File: src/rtl/div_pkg.sv
// Shared op encodings, FSM state type and op-decode helpers for the sequential divider.
package div_pkg;

  localparam logic [1:0] OP_DIV  = 2'b00;
  localparam logic [1:0] OP_DIVU = 2'b01;
  localparam logic [1:0] OP_REM  = 2'b10;
  localparam logic [1:0] OP_REMU = 2'b11;

  typedef enum logic [1:0] {
    S_IDLE = 2'b00,
    S_RUN  = 2'b01,
    S_DONE = 2'b10
  } state_t;

  function automatic logic is_signed(input logic [1:0] op);
    return (op == OP_DIV) || (op == OP_REM);
  endfunction

  function automatic logic is_rem(input logic [1:0] op);
    return (op == OP_REM) || (op == OP_REMU);
  endfunction

endpackage

File: src/rtl/div_step.sv
// One restoring-division step: trial subtract of the divisor from the partial remainder.
module div_step #(
  parameter int unsigned XLEN = 32
) (
  input  logic [XLEN-1:0] partial,
  input  logic [XLEN-1:0] divisor,
  output logic [XLEN-1:0] rem_c,
  output logic            qbit_c
);

  localparam int unsigned TW = XLEN + 1;

  logic [XLEN:0] trial;

  // Subtract as add of the inverted divisor with carry-in; bit XLEN is the borrow/sign.
  assign trial  = {1'b0, partial} + ~{1'b0, divisor} + TW'(1);
  assign qbit_c = ~trial[XLEN];
  assign rem_c  = qbit_c ? trial[XLEN-1:0] : partial;

endmodule

File: src/rtl/div32_seq.sv
// Multi-cycle restoring divider for RV32M DIV/DIVU/REM/REMU, one quotient bit per cycle.
// Optional DIV_FAST_SPECIAL_EN: divide-by-zero and signed overflow skip straight to DONE.
module div32_seq
  import div_pkg::*;
#(
  parameter int unsigned XLEN  = 32,
  parameter int unsigned CNT_W = $clog2(XLEN) + 1
) (
  input  logic            clk,
  input  logic            rst_n,
  input  logic            start,
  input  logic [1:0]      op,
  input  logic [XLEN-1:0] dividend,
  input  logic [XLEN-1:0] divisor,
  output logic            busy,
  output logic            done,
  output logic [XLEN-1:0] result
);

  localparam logic [XLEN-1:0]  MIN_NEG  = {1'b1, {(XLEN-1){1'b0}}};
  localparam logic [CNT_W-1:0] CNT_LAST = CNT_W'(XLEN - 1);

  state_t           state, state_nx;
  logic             rsel_q, rsel_nx;
  logic             qneg_q, qneg_nx;
  logic             rneg_q, rneg_nx;
  logic             spec_q, spec_nx;
  logic [XLEN-1:0]  spec_res_q, spec_res_nx;
  logic [XLEN-1:0]  quo_q, quo_nx;
  logic [XLEN-1:0]  rem_q, rem_nx;
  logic [XLEN-1:0]  dvs_q, dvs_nx;
  logic [CNT_W-1:0] cnt_q, cnt_nx;
  logic [XLEN-1:0]  result_nx;
  logic             busy_nx, done_nx;

  logic [XLEN-1:0]  step_partial, step_rem, quo_step, q_fix, r_fix, spec_res_c;
  logic             step_qbit, dvd_neg, dvs_neg, div_zero, sgn_ovf, special_c;

  assign step_partial = {rem_q[XLEN-2:0], quo_q[XLEN-1]};

  div_step #(.XLEN(XLEN)) u_step (
    .partial (step_partial),
    .divisor (dvs_q),
    .rem_c   (step_rem),
    .qbit_c  (step_qbit)
  );

  assign quo_step = {quo_q[XLEN-2:0], step_qbit};
  assign q_fix    = qneg_q ? -quo_step : quo_step;
  assign r_fix    = rneg_q ? -step_rem : step_rem;

  // Operand decode at acceptance: signs, special cases and their fixed result.
  assign dvd_neg    = is_signed(op) & dividend[XLEN-1];
  assign dvs_neg    = is_signed(op) & divisor[XLEN-1];
  assign div_zero   = (divisor == '0);
  assign sgn_ovf    = is_signed(op) && (dividend == MIN_NEG) && (divisor == '1);
  assign special_c  = div_zero | sgn_ovf;
  assign spec_res_c = is_rem(op) ? (div_zero ? dividend : '0)
                                 : (div_zero ? '1 : dividend);

  always_comb begin
    state_nx    = state;
    rsel_nx     = rsel_q;
    qneg_nx     = qneg_q;
    rneg_nx     = rneg_q;
    spec_nx     = spec_q;
    spec_res_nx = spec_res_q;
    quo_nx      = quo_q;
    rem_nx      = rem_q;
    dvs_nx      = dvs_q;
    cnt_nx      = cnt_q;
    result_nx   = result;

    case (state)
      S_IDLE: begin
        if (start) begin
          state_nx    = S_RUN;
          rsel_nx     = is_rem(op);
          qneg_nx     = dvd_neg ^ dvs_neg;
          rneg_nx     = dvd_neg;
          spec_nx     = special_c;
          spec_res_nx = spec_res_c;
          quo_nx      = dvd_neg ? -dividend : dividend;
          dvs_nx      = dvs_neg ? -divisor : divisor;
          rem_nx      = '0;
          cnt_nx      = '0;
`ifdef DIV_FAST_SPECIAL_EN
          if (special_c) begin
            state_nx  = S_DONE;
            result_nx = spec_res_c;
          end
`endif
        end
      end
      S_RUN: begin
        quo_nx = quo_step;
        rem_nx = step_rem;
        cnt_nx = cnt_q + CNT_W'(1);
        if (cnt_q == CNT_LAST) begin
          state_nx  = S_DONE;
          result_nx = spec_q ? spec_res_q : (rsel_q ? r_fix : q_fix);
        end
      end
      S_DONE:  state_nx = S_IDLE;
      default: state_nx = S_IDLE;
    endcase

    busy_nx = (state_nx != S_IDLE);
    done_nx = (state_nx == S_DONE);
  end

  always_ff @(posedge clk) begin
    if (!rst_n) begin
      state      <= S_IDLE;
      rsel_q     <= 1'b0;
      qneg_q     <= 1'b0;
      rneg_q     <= 1'b0;
      spec_q     <= 1'b0;
      spec_res_q <= '0;
      quo_q      <= '0;
      rem_q      <= '0;
      dvs_q      <= '0;
      cnt_q      <= '0;
      result     <= '0;
      busy       <= 1'b0;
      done       <= 1'b0;
    end else begin
      state      <= state_nx;
      rsel_q     <= rsel_nx;
      qneg_q     <= qneg_nx;
      rneg_q     <= rneg_nx;
      spec_q     <= spec_nx;
      spec_res_q <= spec_res_nx;
      quo_q      <= quo_nx;
      rem_q      <= rem_nx;
      dvs_q      <= dvs_nx;
      cnt_q      <= cnt_nx;
      result     <= result_nx;
      busy       <= busy_nx;
      done       <= done_nx;
    end
  end

endmodule

File: config.mk
export PLATFORM = sky130hd
export DESIGN_NAME = div32_seq
export DESIGN_NICKNAME = d
export VERILOG_FILES = /design/src/rtl/div_pkg.sv /design/src/rtl/div_step.sv /design/src/rtl/div32_seq.sv
export SDC_FILE = /design/constraint.sdc
export NUM_CORES = 1
export LEC_CHECK = 0
export ABC_AREA = 1
export CAP_MARGIN = 20
export CORE_MARGIN = 3
export CORE_UTILIZATION = 49
export CTS_CLUSTER_SIZE = 40
export DETAILED_ROUTE_END_ITERATION = 10
export PLACE_DENSITY = 0.68
export SETUP_SLACK_MARGIN = 0.1
export SLEW_MARGIN = 5
export SYNTH_ARGS = -nofsm -noshare
export SYNTH_HDL_FRONTEND = slang
export SYNTH_SLANG_ARGS = --single-unit
export TNS_END_PERCENT = 20
File: constraint.sdc
create_clock -name clk -period 5.8 [get_ports clk]
set_input_delay 1.16 -clock clk [delete_from_list [all_inputs] [get_ports clk]]
set_output_delay 1.16 -clock clk [all_outputs]
set_load 0.005 [all_outputs]
==> impl_results.md, run 1 <==
- Status: complete, no violations
- Worst-path fanout max: 59
- CTS tree: done
- Startpoint types: flip-flop
- # H-tree levels: 4
- Fmax: 218 MHz
- DR WL met2: 20100 um
- Worst Reg-to-Reg Cells: 27
- Routed wl met3: 5360 um
- Kind of critical path: flip-flop to flip-flop
- DR WL/cell: 18.1 um
- Tcrit/Tclk final: 79.0%
- Share of flip-flops with an asynchronous set or reset: 0%
- Number of vias per cell: 5.62
- Hold Path Class: flip-flop to flip-flop
- Post-CTS Setup Bufs: 0
- WL final: 51000 um
- Congestion Overflow GR: 0
- Clock Root Buffer: clkbuf_16
- Worst path arrival time: 4910 ps
- Hold endpoint: result[1]
- Core ar.: 27900 um^2
- Leakage: 7.27 nW
- # DRC: 0
- Layout overhead on the synthesized area: 13.1%
- Worst VDD drop: 0.000183 V
- Syn Std Cell Area: 13900 um^2
- Fin util: 56.4%
- Register clock-pin slew on the reported worst setup and hold paths: 80 ps
- ANT cells: 0
- Hold-fix buffers, CTS: 0
- Final std cells w/o fill: 2809
- Min-Delay Path Depth: 2
- Cts repair resizes: 0
- Die H: 174 um
- Seq/Total Area, Yosys: 24.9%
- Worst hold start: result[1]
- Post-synth top flop: dfxtp_1
- Vias in the first global route: 13851
- Starting Density: 49.9%
- Maxcap violations: 0
- Share of cells above drive strength 1: 5.72%
- Tmin final: 4580 ps
- Max Buffers Root-to-Sink: 2
- Worst-Margin Slew: 880 ps
- DR iter-0 viols: 2121
- Routed via count: 15780
- Final hold viol count: 0
- Gpl congestion: 1.06
- Reg2Reg Setup Slack: 1220 ps
- Placed wire-length estimate: 38600 um
- Cell count after synthesis: 2384
- Synth Net Count: 2492
- Placed cell count: 2776
- Number of enable flip-flop cells after synthesis: 0
- Rel. slew slack: 41.4%
- Width of the die: 174 um
- Row cnt: 61
- Gr usage total: 32.9%
- Pwr/cell area: 303 nW/um^2
- Synth unique cells: 54
- RSZ-0062 raised after global routing: false
- # clock sinks: 173
- Num CTS Buffers: 17
- First-pass GRT wire length: 79100 um
- Pins over their slew limit: 0
- DR top layer: met4
- # IOs: 103
- Crit Reg-Reg Endpoint: result[30]
- Setup TNS: 0 ps
- Latest clock arrival within the worst-skew pair: 450 ps
- Critical Path Sink Type: flip-flop
- Register bit total from synthesis: 173
- Final ANT Viol Nets: 0
- Pre-Repair DR Iteration Count: 6
- CP required: 6130 ps
- Synth warn: 0
- Antenna violations before repair: 0
- Clock skew: 22.4 ps
- Port-buffer cells: 102
- Die footprint: 30400 um^2
- Syn Area/Cell: 5.83 um^2
- Nets@finish: 2526
- Worst r2r src: dvs_q[17]
- Finish-stage setup viols: 0
- Largest net degree at the start of global routing: 76
- DRT met1 WL: 24600 um
-- through the flow --
| stage | hold WS, ps | instance area (um^2) | power, W | setup slack [ps] |
|---|---|---|---|---|
| CTS | 466 | 15700 | 0.00472 | 1320 |
| detailed placement | 453 | 15100 | 0.00352 | 1350 |
| global route | 483 | 15700 | 0.00508 | 668 |
| global placement | 451 | 15100 | 0.00352 | 1440 |
| floorplan | 442 | 13900 | 0.00293 | 2390 |
| finish | 465 | 15700 | 0.00477 | 1220 |
-- state kept, by name (all words and copies together), names as in the netlist --
name and flops:
busy 1, rneg_q 1, spec_q 1, state 2, dvs_q 32, rsel_q 1
qneg_q 1, spec_res_q 32, rem_q 31, quo_q 32, result 32, cnt_q 6
done 1
-- placed cells by master, fill, tap and decap left out, drive strengths merged, types with 2 or more instances in the layout --
cell | Yosys | routed
and3 | 5 | 5
o21bai | 2 | 2
o41ai | 4 | 4
o211ai | 46 | 46
nand3b | 10 | 10
a22oi | 2 | 2
a31oi | 36 | 36
a221oi | 4 | 4
nor2 | 250 | 250
ha | 38 | 38
or2 | 13 | 13
dfxtp | 173 | 173
a21oi | 196 | 196
nor4 | 12 | 12
o21ai | 128 | 128
nand4 | 29 | 29
nand3 | 181 | 181
clkinvlp | 0 | 4
maj3 | 6 | 6
xor2 | 23 | 23
nand2 | 757 | 757
a21o | 3 | 3
clkbuf | 80 | 17
nor3 | 29 | 29
clkdlybuf4s50 | 0 | 102
xnor2 | 11 | 11
clkinv | 2 | 7
inv | 302 | 308
buf | 26 | 19
o221ai | 10 | 10
-- critical path, cell delays in order (launching register included) --
cell	delay, ps
dfxtp_1	350
inv_1	50
ha_1	330
nand2_1	90
nand2_1	70
nand2_1	60
nand2_1	90
nand2_1	70
nand2_1	100
a21oi_4	570
nand2_8	390
inv_2	150
ha_1	170
inv_1	50
nor3_1	250
nand3_1	170
nor2_1	230
nand3_1	150
nor3_1	220
a21oi_1	130
inv_1	120
o21ai_0	110
o21ai_0	180
a21oi_1	60
nor2_1	90
nand2_1	60
nand2_1	70
a21oi_2	50
-- logic make-up after synthesis --
logic type | share of synthesized area [%]
AOI/OAI and AO/OA | 18.1
DFF | 24.9
adders and majority gates | 4.00
xor gates and xnor gates | 2.14
buffers and inverters | 11.6
and+or+nand+nor | 39.3
-- cells in the mapped netlist (10+ instances only) --
master	n	area, um^2
nor2_2	11	68.8
buf_1	12	45.0
nand3b_1	10	75.1
nor4_1	12	75.1
o21ai_0	120	601
nand2_1	729	2740
xor2_1	23	201
nor3_1	25	125
o221ai_1	10	87.6
a21oi_1	190	951
nand4_1	29	181
xnor2_1	11	96.3
nand2_2	23	144
inv_2	17	63.8
inv_1	285	1070
ha_1	38	475
a31oi_1	36	225
nor2_1	238	893
clkbuf_1	80	300
o211ai_1	46	345
nand3_1	179	896
dfxtp_1	173	3460
-- worst max path at each step --
stage / to / start / slack [ps] / depth (start not counted)
after floorplan: result[30] / dvs_q[3] / 2390 / 27
after global placement: result[30] / dvs_q[17] / 1440 / 27
after detailed placement: result[24] / dvs_q[17] / 1350 / 27
after CTS: result[30] / dvs_q[17] / 1320 / 27
after global routing: result[24] / dvs_q[17] / 670 / 27
final: result[30] / dvs_q[17] / 1220 / 27
-- metal layers --
metal | vias to the layer above | GRT usage [%]
met4 | 0 | 7.04
met1 | 7209 | 52.1
met3 | 54 | 6.03
met5 | - | 0
met2 | 715 | 45.7
li1 | 7802 | -
-- power breakdown --
part | leakage [nW] | internal, W | total [W] | switching (W)
Clock | 0.278 | 0.000581 | 0.00120 | 0.000623
Combinational | 5.58 | 0.000675 | 0.00223 | 0.00156
Sequential | 1.41 | 0.00125 | 0.00133 | 0.0000780
-- area by class of cell --
type | instances | area [um^2]
Timing Repair Buffer | 121 | 1200
Multi-Input combinational cell | 1801 | 8840
Inverter | 304 | 1140
Sequential cell | 173 | 3460
Clock buffer | 17 | 425
Clock inverter | 15 | 174
Fill cell | 2900 | 12100
Tap cell | 378 | 473
Power figures use the tool's default switching activity.
==> run 2, diff against run 1 <==
PLACE_DENSITY = 0.7   (was 0.68)
clock period = 3.75 ns   (was 5.8 ns; I/O delays follow)
==> run 2 against run 1 <==
Worst setup slack worse by 960 ps; register-to-register slack worse by 960 ps; routed wire length up 3.5%; critical path type unchanged.
==> impl_results.md, run 2 (synthesis gave the netlist of run 1 again) <==
- Status: complete, no violations
- Worst VDD drop: 0.000347 V (+89%)
- Num CTS Buffers: 17 (unchanged)
- Maxcap violations: 0 (unchanged)
- Clock skew: 14.3 ps (-8.16 ps)
- Most frequent cells in the layout: nand2_1, inv_1, nor2_1
- First-pass GRT wire length: 79700 um (+0.82%)
- Gpl congestion: 1.01 (-4.9%)
- Starting Density: 49.9% (unchanged)
- Number of vias per cell: 5.57 (-0.81%)
- Die H: 174 um (unchanged)
- Hold-fix buffers, CTS: 0 (unchanged)
- # IOs: 103 (unchanged)
- Tcrit/Tclk final: 93.0% (+14 points)
- Rel. slew slack: 25.0% (-16 points)
- Antenna violations before repair: 2 (+2)
- CP delay by family, top: simple AND/OR/NAND/NOR gates
- Share of cells above drive strength 1: 14.4% (+8.7 points)
- WHS: 462 ps (-2.46 ps)
- Finish-stage setup viols: 0 (unchanged)
- Slowest stage delay, CP: 320 ps (-250 ps)
- RSZ-0062 raised after global routing: true
- ANT cells: 0 (unchanged)
- Pre-Repair DR Iteration Count: 6 (unchanged)
- Hold Path Class: flip-flop to flip-flop
- Worst-Margin Slew: 1120 ps (+244 ps)
- WL final: 52800 um (+3.5%)
- Kind of critical path: flip-flop to flip-flop
- Worst-path fanout max: 3 (-95%)
- CTS tree: done
- # clock sinks: 173 (unchanged)
- DR iter-0 viols: 1937 (-8.7%)
- Pwr/cell area: 454 nW/um^2 (+50%)
- Setup slack after layout: 261 ps (-955 ps)
- DR WL/cell: 18.0 um (-0.63%)
- Worst path arrival time: 3790 ps (-1120 ps)
- Layout overhead on the synthesized area: 22.9%
- Pins over their slew limit: 0 (unchanged)
- Row cnt: 61 (unchanged)
- Final ANT Viol Nets: 0 (unchanged)
- Gr usage total: 33.2% (+0.32 points)
- Worst Reg-to-Reg Cells: 31 (+15%)
- Routed wl met3: 5720 um (+6.7%)
- Critical Path Sink Type: flip-flop
- Core ar.: 27900 um^2 (unchanged)
- DRT met1 WL: 23900 um (-2.8%)
- Startpoint types: flip-flop
- Placed inst area: 15900 um^2 (+5.4%)
- Worst path bufs/invs: 7 (+3)
- Congestion Overflow GR: 0 (unchanged)
- Width of the die: 174 um (unchanged)
- # H-tree levels: 4 (unchanged)
- Register clock-pin slew on the reported worst setup and hold paths: 70 ps (about the same)
- Die footprint: 30400 um^2 (unchanged)
- Fin util: 61.3% (+4.9 points)
- Commonest non-fill, non-tap cell in the layout: nand2_1
- CP required: 4050 ps (-2080 ps)
- DR WL met2: 22000 um (+9.3%)
- Max Buffers Root-to-Sink: 2 (unchanged)
- Placed wire-length estimate: 40000 um (+3.6%)
- Worst path slowest cell: dfxtp_2
- Latest clock arrival within the worst-skew pair: 450 ps (about the same)
- # DRC: 0 (unchanged)
- Final hold viol count: 0 (unchanged)
- Leakage: 7.86 nW (+8.1%)
- Routed via count: 16298 (+3.3%)
- Port-buffer cells: 102 (unchanged)
- Final std cells w/o fill: 2925 (+4.1%)
- Vias in the first global route: 14424 (+4.1%)
- Fin area: 17100 um^2 (+8.7%)
- Clock Root Buffer: clkbuf_16
- Levels on crit path: 31 (+15%)
- Tmin final: 3490 ps (-1090 ps)
- Placed cell count: 2884 (+3.9%)
- Setup WS pre-CTS: -135 ps (-1490 ps)
- Largest net degree at the start of global routing: 71 (-6.6%)
- Nets@finish: 2642 (+4.6%)
- DR top layer: met5
- Fmax: 287 MHz (+31%)
- Min-Delay Path Depth: 2 (unchanged)
==> run 2: cell types whose count changed in the layout (fill, tap and decap cells not counted), moves of 4 or more <==
cell      change
buf_4       +114
clkinv_8      -5
dfxtp_1      -35
dfxtp_2      +35
ha_1         -28
ha_4         +25
inv_1        -16
inv_2        +15
nand2_1      -16
nand2_2      +16
nand3_1       -6
nand3_2       +5
nor2_1        -6
nor2_2        +4
==> run 2: routing by layer <==
layer,vias to the layer above,track usage [%]
met3,64,6.23
met2,809,48.3
met4,2,7.94
li1,8026,-
met1,7397,50.4
met5,-,0
==> run 2: stage by stage <==
step	TNS, ps	power [W]
global placement	-423	0.00567
CTS	0	0.00745
finish	0	0.00775
floorplan	0	0.00453
global route	0	0.00824
detailed placement	-614	0.00570
==> run 2: worst min-delay path: stages, from the launching register on <==
cell,delay (ps)
dfxtp_1,310
nand2_1,60
a21oi_1,50
==> run 2: report_power, final <==
group | switching (W) | internal [W] | total (W)
clock network | 0.000839 | 0.000887 | 0.00173
registers | 0.000134 | 0.00194 | 0.00208
logic | 0.00257 | 0.00138 | 0.00395
==> run 2: final timing paths <==
kind                                  from          to  slack [ps]
worst min register to register  result[19]  result[19]         460
worst min-delay path            result[19]  result[19]         460
worst max register to register   quo_q[31]  result[28]         260
worst max-delay path             quo_q[31]  result[28]         260
==> run 2: repair_timing <==
action | in CTS | in global routing
pin swaps | 0 | 28
setup endpoints to repair | 18 | 22
gates resized for setup | 8 | 124
buffers inserted | 0 | 8
cloned | 0 | 1
==> run 2: cell type report <==
| class | count | area [um^2] |
|---|---|---|
| clock buffers | 20 | 447 |
| multi-input cells | 1801 | 9300 |
| repair buffers | 237 | 2100 |
| fillers | 2727 | 10800 |
| clock inverters | 12 | 104 |
| flip-flops and latches | 173 | 3510 |
| well taps | 378 | 473 |
| inverters | 304 | 1150 |
==> run 3, diff against run 2 <==
ABC_AREA = not set   (was 1)
HOLD_SLACK_MARGIN = 0.02   (was not set)
PLACE_DENSITY = 0.71   (was 0.7)
SKIP_LAST_GASP = 1   (was not set)
==> run 3 against run 2 <==
The flow now finishes with violations (setup timing); clock power is 5% higher; sequential power hardly changed; synthesized area is 13% lower; non-clock buffer count is 109 higher; sequential share of layout area is 0.77 points higher; cell area is 4.2% lower.
==> impl_results.md, run 3 <==
- ANT cells: 0 (unchanged)
- Antenna violations before repair: 1 (-1)
- Fmax: 232 MHz (-19%)
- Gpl congestion: 0.974 (-3.6%)
- DR WL/cell: 19.8 um (+9.9%)
- Post-synth top area cell: dfxtp_1
- Register bit total from synthesis: 173 (unchanged)
- Tmin final: 4320 ps (+827 ps)
- Synth unique cells: 68 (+26%)
- Commonest non-fill, non-tap cell in the layout: buf_4
- Setup WS pre-CTS: -919 ps (-784 ps)
- Top cell type's share of synthesized area: 28.5% (+3.6 points)
- Hold-fix buffers, CTS: 0 (unchanged)
- RSZ-0062 raised after global routing: true
- Reg2Reg Setup Slack: -570 ps (-830 ps)
- Hold Path Class: flip-flop to flip-flop
- Worst-path fanout max: 5 (+2)
- Routed via count: 13928 (-15%)
- Share of cells above drive strength 1: 21.0% (+6.6 points)
- Die footprint: 26700 um^2 (-12%)
- Most common cell in the netlist: nor2_1
- Vias in the first global route: 12670 (-12%)
- Width of the die: 163 um (-6.3%)
- Final ANT Viol Nets: 0 (unchanged)
- Maxcap violations: 0 (unchanged)
- Most frequent cells in the layout: buf_4, nor2_1, a21oi_1
- WHS: 451 ps (-11.2 ps)
- Pwr/cell area: 577 nW/um^2 (+27%)
- CTS tree: done
- Multi-input logic area: 8620 um^2 (-7.3%)
- Kind of critical path: flip-flop to flip-flop
- Seq/Total Area, Yosys: 28.5% (+3.6 points)
- # H-tree levels: 4 (unchanged)
- Clock skew: 11.9 ps (-2.42 ps)
- Status: finished with violations
- CP delay by family, top: compound AO/OA/AOI/OAI gates
- Fin util: 68.5% (+7.2 points)
- Placed wire-length estimate: 32000 um (-20%)
- Pre-Repair DR Iteration Count: 6 (unchanged)
- Tcrit/Tclk final: 115% (+22 points)
- Largest net degree at the start of global routing: 65 (-8.5%)
- Setup slack after layout: -565 ps (-827 ps)
- Startpoint types: flip-flop
- Worst-Margin Slew: 1060 ps (-59.2 ps)
- Gr usage total: 31.9% (-1.3 points)
- Critical Path Sink Type: flip-flop
- Synth warn: 0 (unchanged)
- Register clock-pin slew on the reported worst setup and hold paths: 80 ps (about the same)
- # IOs: 103 (unchanged)
- Fin area: 16400 um^2 (-4.2%)
- Congestion Overflow GR: 0 (unchanged)
- Cell Chain, Critical Path: inv_2 -> ha_4 -> fa_2 -> nor2b_4 -> o221a_4 -> o21ai_4 -> a2bb2oi_4 -> a31o_4 -> nand2_4 -> o21ai_2 -> ha_2 -> nand2_1 -> a221o_1 -> or4_4 -> buf_6 -> nor2b_4 -> and4b_1 -> o22ai_4 -> or3_4 -> o31ai_4 -> xor2_1 -> a211oi_1
- Finish-stage setup viols: 18 (+18)
- Setup TNS: -5060 ps (-5060 ps)
- Cell count after synthesis: 1653 (-31%)
- Crit-path most repeated cell: nor2b_4
- Worst VDD drop: 0.000473 V (+36%)
- Synth area leaders: dfxtp_1, a21oi_1, nor2_1
- Row cnt: 56 (-8.2%)
- Worst path bufs/invs: 2 (-5)
- Failing checks: setup timing
- Leakage: 6.32 nW (-20%)
- CP required: 4100 ps (+50 ps)
- Latest clock arrival within the worst-skew pair: 440 ps (about the same)
- Layout overhead on the synthesized area: 34.7%
- Starting Density: 50.8% (+0.93 points)
- Port-buffer cells: 102 (unchanged)
- Clock Root Buffer: clkbuf_16
- Max Buffers Root-to-Sink: 2 (unchanged)
- Die H: 163 um (-6.3%)
- DR iter-0 viols: 1778 (-8.2%)
- # DRC: 0 (unchanged)
- Worst path slowest cell: or4_4
- Commonest cells in the netlist: nor2_1, a21oi_1, dfxtp_1
- First-pass GRT wire length: 68200 um (-14%)
- Register area: 3490 um^2 (-0.61%)
- Rel. slew slack: 29.1% (+4.0 points)
- Share of flip-flops with an asynchronous set or reset: 0% (unchanged)
- Placed inst area: 15000 um^2 (-5.6%)
- Final hold viol count: 0 (unchanged)
- Nets@finish: 2013 (-24%)
- Post-synth top flop: dfxtp_1
- Number of vias per cell: 6.23 (+12%)
- # clock sinks: 173 (unchanged)
- Worst path arrival time: 4670 ps (+880 ps)
- Syn Std Cell Area: 12100 um^2 (-13%)
- Syn Area/Cell: 7.35 um^2 (+26%)
- WL final: 44300 um (-16%)
- Number of enable flip-flop cells after synthesis: 0 (unchanged)
- Pins over their slew limit: 0 (unchanged)
- Num CTS Buffers: 17 (unchanged)
- Slowest stage delay, CP: 440 ps (+120 ps)
- Core ar.: 23900 um^2 (-14%)
- Fillers: 2016 (-26%)
- Synth Net Count: 1761 (-29%)
-- run 3: cell types whose count changed in the layout (fill, tap and decap cells not counted), moves of 25 or more --
cell / previous run / this run
nand2_1: 712 / 138
inv_1: 268 / 57
nand3_1: 172 / 28
buf_4: 131 / 226
xnor2_1: 11 / 75
nand2_2: 40 / 2
a211oi_1: 1 / 38
xor2_1: 23 / 58
a222oi_1: 0 / 30
nor2_1: 230 / 201
a21oi_1: 189 / 162
inv_2: 32 / 5
o31ai_1: 0 / 25
-- run 3: final timing paths --
check	endpoint	start	depth (start not counted)
worst min register to register	result[3]	result[3]	2
worst max register to register	result[30]	quo_q[31]	22
worst min-delay path	result[3]	result[3]	2
worst max-delay path	result[30]	quo_q[31]	22
-- run 3: routing by layer --
layer  routed length [um]  part of all wire, %  vias to the layer above  track usage (%)
met5                   14                0.032                        -                0
met4                 1420                  3.2                        2             10.0
met3                 4060                  9.2                      102             5.12
met2                19500                   44                      765             49.2
met1                19400                   44                     6531             45.8
li1                     -                    -                     6528                -
-- run 3: area by class of cell --
cell class | instances | area share, %
multi-input cells | 1303 | 52.7
flip-flops and latches | 173 | 21.3
inverters | 64 | 1.49
clock inverters | 14 | 0.903
repair buffers | 346 | 18.5
clock buffers | 18 | 2.69
well taps | 319 | 2.44
-- run 3: timing repair --
action / CTS / global route
setup buffers: 4 / 9
setup endpoints to repair: 30 / 35
resized for setup: 26 / 91
pin swaps: 16 / 30
gates cloned: 0 / 2
-- run 3: worst register-to-register path: cells and delay by family (launching register included) --
kind            cells  cell delay (ps)
compound gates      9             1500
xor+xnor            1              100
fa+ha+maj           3              700
buf+inv             2              190
flops               1              340
simple gates        7             1410
-- run 3: cells by family after synthesis --
logic type,count (synthesis),synth area share (%)
xor gates and xnor gates,135,9.74
AOI/OAI and AO/OA,567,29.7
and+or+nand+nor,536,20.2
DFF,173,28.5
buffers and inverters,177,5.52
muxes,26,2.21
adders and majority gates,39,4.08
-- run 3: metrics by stage --
stage               std cells  total power [W]
floorplan                1653          0.00490
global placement         2189          0.00669
global route             2237          0.00991
finish                   2237          0.00944
detailed placement       2189          0.00677
CTS                      2225          0.00882
-- run 3: power by group --
part           switching [W]  leakage (nW)  internal [W]
logic                0.00295          4.62       0.00260
registers           0.000119          1.42       0.00196
clock network       0.000907         0.283      0.000911
total                0.00398          6.32       0.00547
